[config.mk]
export PLATFORM = sky130hd
export DESIGN_NAME = spi_target_rx
export DESIGN_NICKNAME = d
export VERILOG_FILES = /design/src/rtl/spi_pkg.sv /design/src/rtl/spi_sync_fifo.sv /design/src/rtl/spi_target_rx.sv
export SDC_FILE = /design/constraint.sdc
export NUM_CORES = 1
export LEC_CHECK = 0
export ABC_AREA = 1
export BUFFER_PORTS_ARGS = -buffer_cell sky130_fd_sc_hd__buf_2
export CAP_MARGIN = 0
export CORE_MARGIN = 5
export CORE_UTILIZATION = 53
export CTS_BUF_LIST = sky130_fd_sc_hd__clkbuf_8 sky130_fd_sc_hd__clkbuf_16
export DETAILED_ROUTE_END_ITERATION = 12
export GPL_ROUTABILITY_DRIVEN = 0
export PLACE_DENSITY_LB_ADDON = 0.2
export RECOVER_POWER = 100
export SLEW_MARGIN = 5
export SYNTH_ARGS = -nofsm -noshare
export SYNTH_HDL_FRONTEND = slang
export SYNTH_HIERARCHICAL = 1
export SYNTH_SLANG_ARGS = --single-unit
export TNS_END_PERCENT = 20
[constraint.sdc]
create_clock -name CLK -period 1.91 [get_ports CLK]
set_input_delay 0.382 -clock CLK [delete_from_list [all_inputs] [get_ports CLK]]
set_output_delay 0.382 -clock CLK [all_outputs]
set_load 0.03 [all_outputs]
[src/rtl/spi_pkg.sv]
// spi_pkg: shared types and constants for the SPI target receiver
package spi_pkg;
  localparam int SPI_BITS = 8;
  typedef struct packed {
    logic                dc;
    logic [SPI_BITS-1:0] data;
  } spi_rx_entry_t;
  typedef enum logic {IDLE, SHIFT} spi_state_t;
endpackage

[src/rtl/spi_sync_fifo.sv]
// spi_sync_fifo: single-clock FIFO with registered push/pop, occupancy and full/empty flags
module spi_sync_fifo #(
  parameter type T = logic [7:0],
  parameter int DEPTH = 4
) (
  input  logic                     clk,
  input  logic                     rst,
  input  logic                     push,
  input  logic                     pop,
  input  T                         din,
  output T                         dout,
  output logic                     full,
  output logic                     empty,
  output logic [$clog2(DEPTH):0]   level
);
  localparam int AW = $clog2(DEPTH);
  T r_mem [DEPTH];
  logic [AW-1:0] r_wr, r_rd;
  logic w_push, w_pop;
  assign empty  = level == '0;
  assign full   = level == (AW+1)'(DEPTH);
  assign w_pop  = pop && !empty;
  assign w_push = push && (!full || w_pop);
  assign dout   = empty ? '0 : r_mem[r_rd];
  always_ff @(posedge clk) begin
    if (rst) begin
      r_wr  <= '0;
      r_rd  <= '0;
      level <= '0;
    end else begin
      if (w_push) r_mem[r_wr] <= din;
      r_wr  <= w_push ? r_wr + AW'(1) : r_wr;
      r_rd  <= w_pop ? r_rd + AW'(1) : r_rd;
      level <= level + (AW+1)'(w_push) - (AW+1)'(w_pop);
    end
  end
endmodule

[src/rtl/spi_target_rx.sv]
// spi_target_rx: oversampled SPI mode-0 target receiving dc-tagged bytes into a FIFO with a miso reply shifter
module spi_target_rx
  import spi_pkg::*;
#(
  parameter int FIFO_DEPTH = 4,
  parameter int SYNC_STAGES = 2,
  parameter logic [7:0] IDLE_TX = 8'hFF
) (
  input  logic                          CLK,
  input  logic                          RESET,
  input  logic                          sck,
  input  logic                          mosi,
  input  logic                          cs,
  input  logic                          dc,
  output logic                          miso,
  output logic                          miso_oe,
  output logic [7:0]                    rx_data,
  output logic                          rx_dc,
  output logic                          rx_valid,
  input  logic                          rx_ready,
  input  logic [7:0]                    tx_data,
  input  logic                          tx_load,
  output logic                          tx_ack,
  output logic [$clog2(FIFO_DEPTH):0]   level,
  output logic                          overflow,
  output logic                          frame_err,
  output logic                          busy
);
  localparam int CW = $clog2(SPI_BITS);
  logic [SYNC_STAGES-1:0] r_sck_s, r_mosi_s, r_cs_s, r_dc_s;
  logic r_sck_d, r_cs_d;
  spi_state_t r_state, w_next;
  logic [CW-1:0] r_bit_cnt;
  logic [SPI_BITS-2:0] r_rx_sh;
  logic [SPI_BITS-1:0] r_tx_sh, r_pend_data, w_reply;
  logic r_pend, r_reload, r_tx_ack, r_frame_err, r_overflow;
  logic w_sck, w_mosi, w_cs, w_dc, w_sck_rise, w_sck_fall, w_cs_fall, w_cs_rise;
  logic w_in, w_rise, w_fall, w_done, w_reload, w_consume, w_frame_err;
  logic w_pop, w_full, w_empty;
  spi_rx_entry_t w_din, w_head;
  assign w_sck      = r_sck_s[SYNC_STAGES-1];
  assign w_mosi     = r_mosi_s[SYNC_STAGES-1];
  assign w_cs       = r_cs_s[SYNC_STAGES-1];
  assign w_dc       = r_dc_s[SYNC_STAGES-1];
  assign w_sck_rise = w_sck && !r_sck_d && !w_cs;
  assign w_sck_fall = !w_sck && r_sck_d && !w_cs;
  assign w_cs_fall  = !w_cs && r_cs_d;
  assign w_cs_rise  = w_cs && !r_cs_d;
  always_comb begin
    w_next      = r_state;
    w_next      = (r_state == IDLE && w_cs_fall) ? SHIFT : (r_state == SHIFT && w_cs_rise) ? IDLE : r_state;
    w_in        = r_state == SHIFT;
    w_rise      = w_in && w_sck_rise;
    w_fall      = w_in && w_sck_fall;
    w_done      = w_rise && r_bit_cnt == CW'(SPI_BITS-1);
    w_reload    = (!w_in && w_cs_fall) || (w_fall && r_reload);
    w_consume   = w_reload && r_pend;
    w_reply     = r_pend ? r_pend_data : IDLE_TX;
    w_frame_err = w_in && w_cs_rise && r_bit_cnt != '0;
  end
  assign w_din     = '{dc: w_dc, data: {r_rx_sh, w_mosi}};
  assign w_pop     = rx_valid && rx_ready;
  assign miso      = (r_state == SHIFT) ? r_tx_sh[SPI_BITS-1] : 1'b1;
  assign miso_oe   = !w_cs;
  assign busy      = !w_cs;
  assign rx_data   = w_head.data;
  assign rx_dc     = w_head.dc;
  assign rx_valid  = !w_empty;
  assign tx_ack    = r_tx_ack;
  assign overflow  = r_overflow;
  assign frame_err = r_frame_err;
  spi_sync_fifo #(.T(spi_rx_entry_t), .DEPTH(FIFO_DEPTH)) u_fifo (
    .clk(CLK),
    .rst(!RESET),
    .push(w_done),
    .pop(w_pop),
    .din(w_din),
    .dout(w_head),
    .full(w_full),
    .empty(w_empty),
    .level(level)
  );
  always_ff @(posedge CLK) begin
    if (!RESET) begin
      r_sck_s     <= '0;
      r_mosi_s    <= '0;
      r_cs_s      <= '1;
      r_dc_s      <= '0;
      r_sck_d     <= 1'b0;
      r_cs_d      <= 1'b1;
      r_state     <= IDLE;
      r_bit_cnt   <= '0;
      r_rx_sh     <= '0;
      r_tx_sh     <= IDLE_TX;
      r_pend      <= 1'b0;
      r_pend_data <= '0;
      r_reload    <= 1'b0;
      r_tx_ack    <= 1'b0;
      r_frame_err <= 1'b0;
      r_overflow  <= 1'b0;
    end else begin
      r_sck_s     <= {r_sck_s[SYNC_STAGES-2:0], sck};
      r_mosi_s    <= {r_mosi_s[SYNC_STAGES-2:0], mosi};
      r_cs_s      <= {r_cs_s[SYNC_STAGES-2:0], cs};
      r_dc_s      <= {r_dc_s[SYNC_STAGES-2:0], dc};
      r_sck_d     <= w_sck;
      r_cs_d      <= w_cs;
      r_state     <= w_next;
      r_bit_cnt   <= (w_in && !w_cs_rise) ? r_bit_cnt + CW'(w_rise) : '0;
      r_rx_sh     <= w_rise ? {r_rx_sh[SPI_BITS-3:0], w_mosi} : r_rx_sh;
      r_tx_sh     <= w_reload ? w_reply : w_fall ? {r_tx_sh[SPI_BITS-2:0], 1'b1} : r_tx_sh;
      r_reload    <= w_in && !w_cs_rise && (w_done || (r_reload && !w_fall));
      r_pend      <= tx_load || (r_pend && !w_consume);
      r_pend_data <= tx_load ? tx_data : r_pend_data;
      r_tx_ack    <= w_consume;
      r_frame_err <= w_frame_err;
      r_overflow  <= r_overflow || (w_done && w_full && !w_pop);
    end
  end
endmodule

==> results.py <==
metrics = {
    "run_status": {
        "status": "complete, but fails checks",
        "violations": "setup timing",
    },
    "logic_synthesis": {
        "yosys.area.top_type_share": 0.295,
        "syn_inst": 408,
        "ys.flop_type": "dfxtp_1",
        "synth.distinct_cells": 34,
        "avgSynthCellArea_sq_um": 8.99,
        "synth_edf_count": 36,
        "synth_top_cell_by_area": "edfxtp_1",
        "synth-async-reset-ratio": 0,
        "yosysWarningCount": 6,
        "synth.area.top_cells": "edfxtp_1, dfxtp_1, nor2_1, nand2_1, inv_1",
        "syn_area_sq_um": 3670,
        "synth_seq_cells": 87,
        "synth_common_cells": "nor2_1, nand2_1, dfxtp_1",
        "seq_area_frac_synth": 0.573,
        "synthesis.nets": 431,
        "synth_most_common_cell": "nor2_1",
    },
    "worst_setup_path": {
        "r2r_end": "u_fifo/level[1]$_SDFF_PP0_",
        "max_stage_delay_ns": 0.51,
        "arrival_ns": 2.27,
        "cp-end-kind": "register",
        "r2r_setup_slack_ns": -0.09,
        "crit_path_max_fanout": 3,
        "cp.required_ns": 2.18,
        "cp.depth": 16,
        "startpoint_type": "register",
        "crit_chain": "nor2_4 > nand2_4 > clkinv_4 > clkinvlp_4 > nand2_4 > inv_4 > inv_2 > nand3_2 > nand2_2 > inv_2 > nand2_2 > nand2_2 > ha_4 > fa_2 > inv_1 > nor2_1",
        "critPathTopFamily": "adder cells",
        "crit_end": "u_fifo/level[1]$_SDFF_PP0_",
        "crit_top_cell": "nand2_2",
        "cp-startpoint": "u_fifo/level[0]$_SDFF_PP0_",
        "path_buf_inv": 6,
        "worstRegToRegCells": 16,
        "cp_slowest_cell": "fa_2",
        "r2r-start": "u_fifo/level[0]$_SDFF_PP0_",
        "path_class": "reg -> reg",
    },
    "sta": {
        "finalSetupViolations": 3,
        "finClkSkew_ns": 0.0102,
        "timing.final.crit_share": 1.05,
        "hold_viol": 0,
        "min_period_ns": 2.00,
        "slew_headroom": 0.245,
        "final_max_slew_viol_count": 0,
        "fin_ws_ns": -0.0897,
        "worst_slew_pin_slew_ns": 1.13,
        "rsz0062_at_grt": "true",
        "fin_tns_setup_ns": -0.135,
        "fmax_mhz": 500,
    },
    "power_and_ir_drop": {
        "vdd_ir_drop_max_v": 0.000525,
        "comb_power_share": 0.043,
        "p_total_mw": 3.14,
        "power_switching_mw": 0.685,
        "p_sw_frac": 0.218,
        "p_leak_nw": 2.05,
        "pwr-share-clk": 0.331,
        "powerDensity_nw_per_um2": 701,
        "internal_power_mw": 2.45,
        "seq_power_share": 0.626,
    },
    "layout": {
        "finalNetCount": 504,
        "antenna_cells": 0,
        "fin_cells": 566,
        "design_area_sq_um": 4480,
        "final_core_util": 0.663,
        "syn_to_final_growth_pct": 22.1,
        "layout-drive-gt1-share": 0.261,
    },
    "global_route": {
        "grt.total_usage": 0.172,
        "grt_use_met3": 0.0274,
        "grt_max_degree": 31,
        "grt_pass1_wl_mm": 11.9,
        "grt-busiest-layer": "met2",
        "grt_pass1_vias": 2691,
        "grt.met1_usage": 0.219,
        "grt.overflow.total": 0,
        "grt_use_met2": 0.287,
        "antenna_found_initial": 0,
    },
    "job": {
        "drv_cap": 0,
    },
    "die": {
        "die_y_um": 93.2,
        "die-area_sq_um": 8680,
        "start_util": 0.543,
        "rows": 30,
        "core_area_sq_um": 6760,
        "die_w_um": 93.2,
        "ioPinCount": 35,
    },
    "drt": {
        "dr_total_vias": 2806,
        "viasPerCell": 4.96,
        "drt_iter0_drc": 145,
        "ant_nets": 0,
        "first_pass_iters": 4,
        "post_drt_wl_per_cell_um": 12.6,
        "drc": 0,
        "routed_wirelength_mm": 7.13,
    },
    "clocking": {
        "clk_latency_ns": 0.34,
        "htree_levels": 3,
        "cts_root_buffer": "clkbuf_8",
        "cts_inserted_buffers": 9,
        "clkSlewWorstSetupHoldPaths_ns": 0.08,
        "clockBufferDepth": 2,
        "cts.sinks": 87,
        "cts_tree": "built",
    },
    "place": {
        "hpwl_mm": 4.68,
        "dp.cells": 535,
        "port_buffers": 34,
        "dpl-instance-area_sq_um": 4070,
    },
    "worst_hold_path": {
        "hold_path.class": "in -> reg",
    },
}
[cell families (layout without fill, tap and decap cells)]
family / Yosys count / in the layout / share of synthesized area
AOI/OAI and AO/OA: 55 / 55 / 0.0792
xor gates and xnor gates: 2 / 2 / 0.00478
and+or+nand+nor: 193 / 193 / 0.236
DFF: 87 / 87 / 0.573
buffers and inverters: 64 / 142 / 0.0809
adders and majority gates: 7 / 7 / 0.0259
[flip-flops by register name, indices dropped and copies added (netlist names), 2 cells and up, named ones only]
name	flops
r_tx_sh	8
u_fifo/level	3
u_fifo/r_rd	2
r_rx_sh	7
u_fifo/r_wr	2
r_mosi_s	2
r_pend_data	8
r_dc_s	2
r_bit_cnt	3
u_fifo/r_mem	36
r_cs_s	2
r_sck_s	2
[placed cells by master, fill, tap and decap left out, types with 5 or more instances in the layout]
cell	n
a21oi_1	10
edfxtp_1	36
clkbuf_1	5
dfxtp_1	47
inv_1	45
inv_2	6
nor2_1	85
nor2_4	6
o21ai_1	10
nand3_1	22
buf_6	9
buf_2	22
o21ai_0	25
buf_4	34
a21oi_2	5
nand2_1	59
ha_1	5
clkbuf_8	9
nand2_4	6
[area by class of cell]
| cell class | instances | area [sq um] |
|---|---|---|
| Fill cell | 568 | 2280 |
| Sequential cell | 87 | 2110 |
| Multi-Input combinational cell | 257 | 1360 |
| Timing Repair Buffer | 72 | 531 |
| Inverter | 54 | 216 |
| Clock buffer | 9 | 124 |
| Tap cell | 80 | 100 |
| Clock inverter | 7 | 35.0 |
[metrics by stage]
stage          setup slack (ns)  hold slack [ns]
6_report                -0.0897            0.222
3_5_place_dp            -0.0972            0.398
5_1_grt                  -0.213            0.219
3_3_place_gp            -0.0363            0.400
4_1_cts                 -0.0733            0.211
2_1_floorplan            -0.365            0.390
[tightest hold or removal path: cells and delay by family]
kind                   cells  cell delay, ns
buffers and inverters      2            0.11
AND/OR/NAND/NOR            1            0.04
[per-layer routing]
metal | wire, um | part of all wire
met2 | 3570 | 0.50
met5 | 0 | 0
met3 | 230 | 0.032
met1 | 3220 | 0.45
met4 | 109 | 0.015
[power groups by stage]
stage	clock, mW	sequential, mW	combinational [mW]
after floorplan	0	2.01	0.0958
after global placement	0	2.01	0.134
after detailed placement	0	2.01	0.137
after CTS	1.07	1.97	0.138
after global routing	1.15	1.97	0.155
final	1.04	1.96	0.134
[worst min path at each step]
stage | slack, ns | end | cells past startpoint | startpoint
after floorplan | 0.39 | r_dc_s[1]$_SDFF_PN0_ | 2 | r_dc_s[0]$_SDFF_PN0_
after global placement | 0.40 | r_cs_s[1]$_SDFF_PN1_ | 1 | r_cs_s[0]$_SDFF_PN1_
after detailed placement | 0.40 | r_mosi_s[1]$_SDFF_PN0_ | 2 | r_mosi_s[0]$_SDFF_PN0_
after CTS | 0.21 | r_dc_s[0]$_SDFF_PN0_ | 3 | dc
after global routing | 0.22 | r_mosi_s[0]$_SDFF_PN0_ | 3 | mosi
final | 0.22 | r_mosi_s[0]$_SDFF_PN0_ | 3 | mosi
[what timing repair did]
action / in CTS / in global routing
pin swaps: 8 / 11
hold buffers: 0 / 0
gates cloned: 0 / 1
setup endpoints to repair: 38 / 49
buffers inserted: 13 / 3
gates resized for setup: 9 / 48
Note: power is estimated with default switching activity, not from simulation.
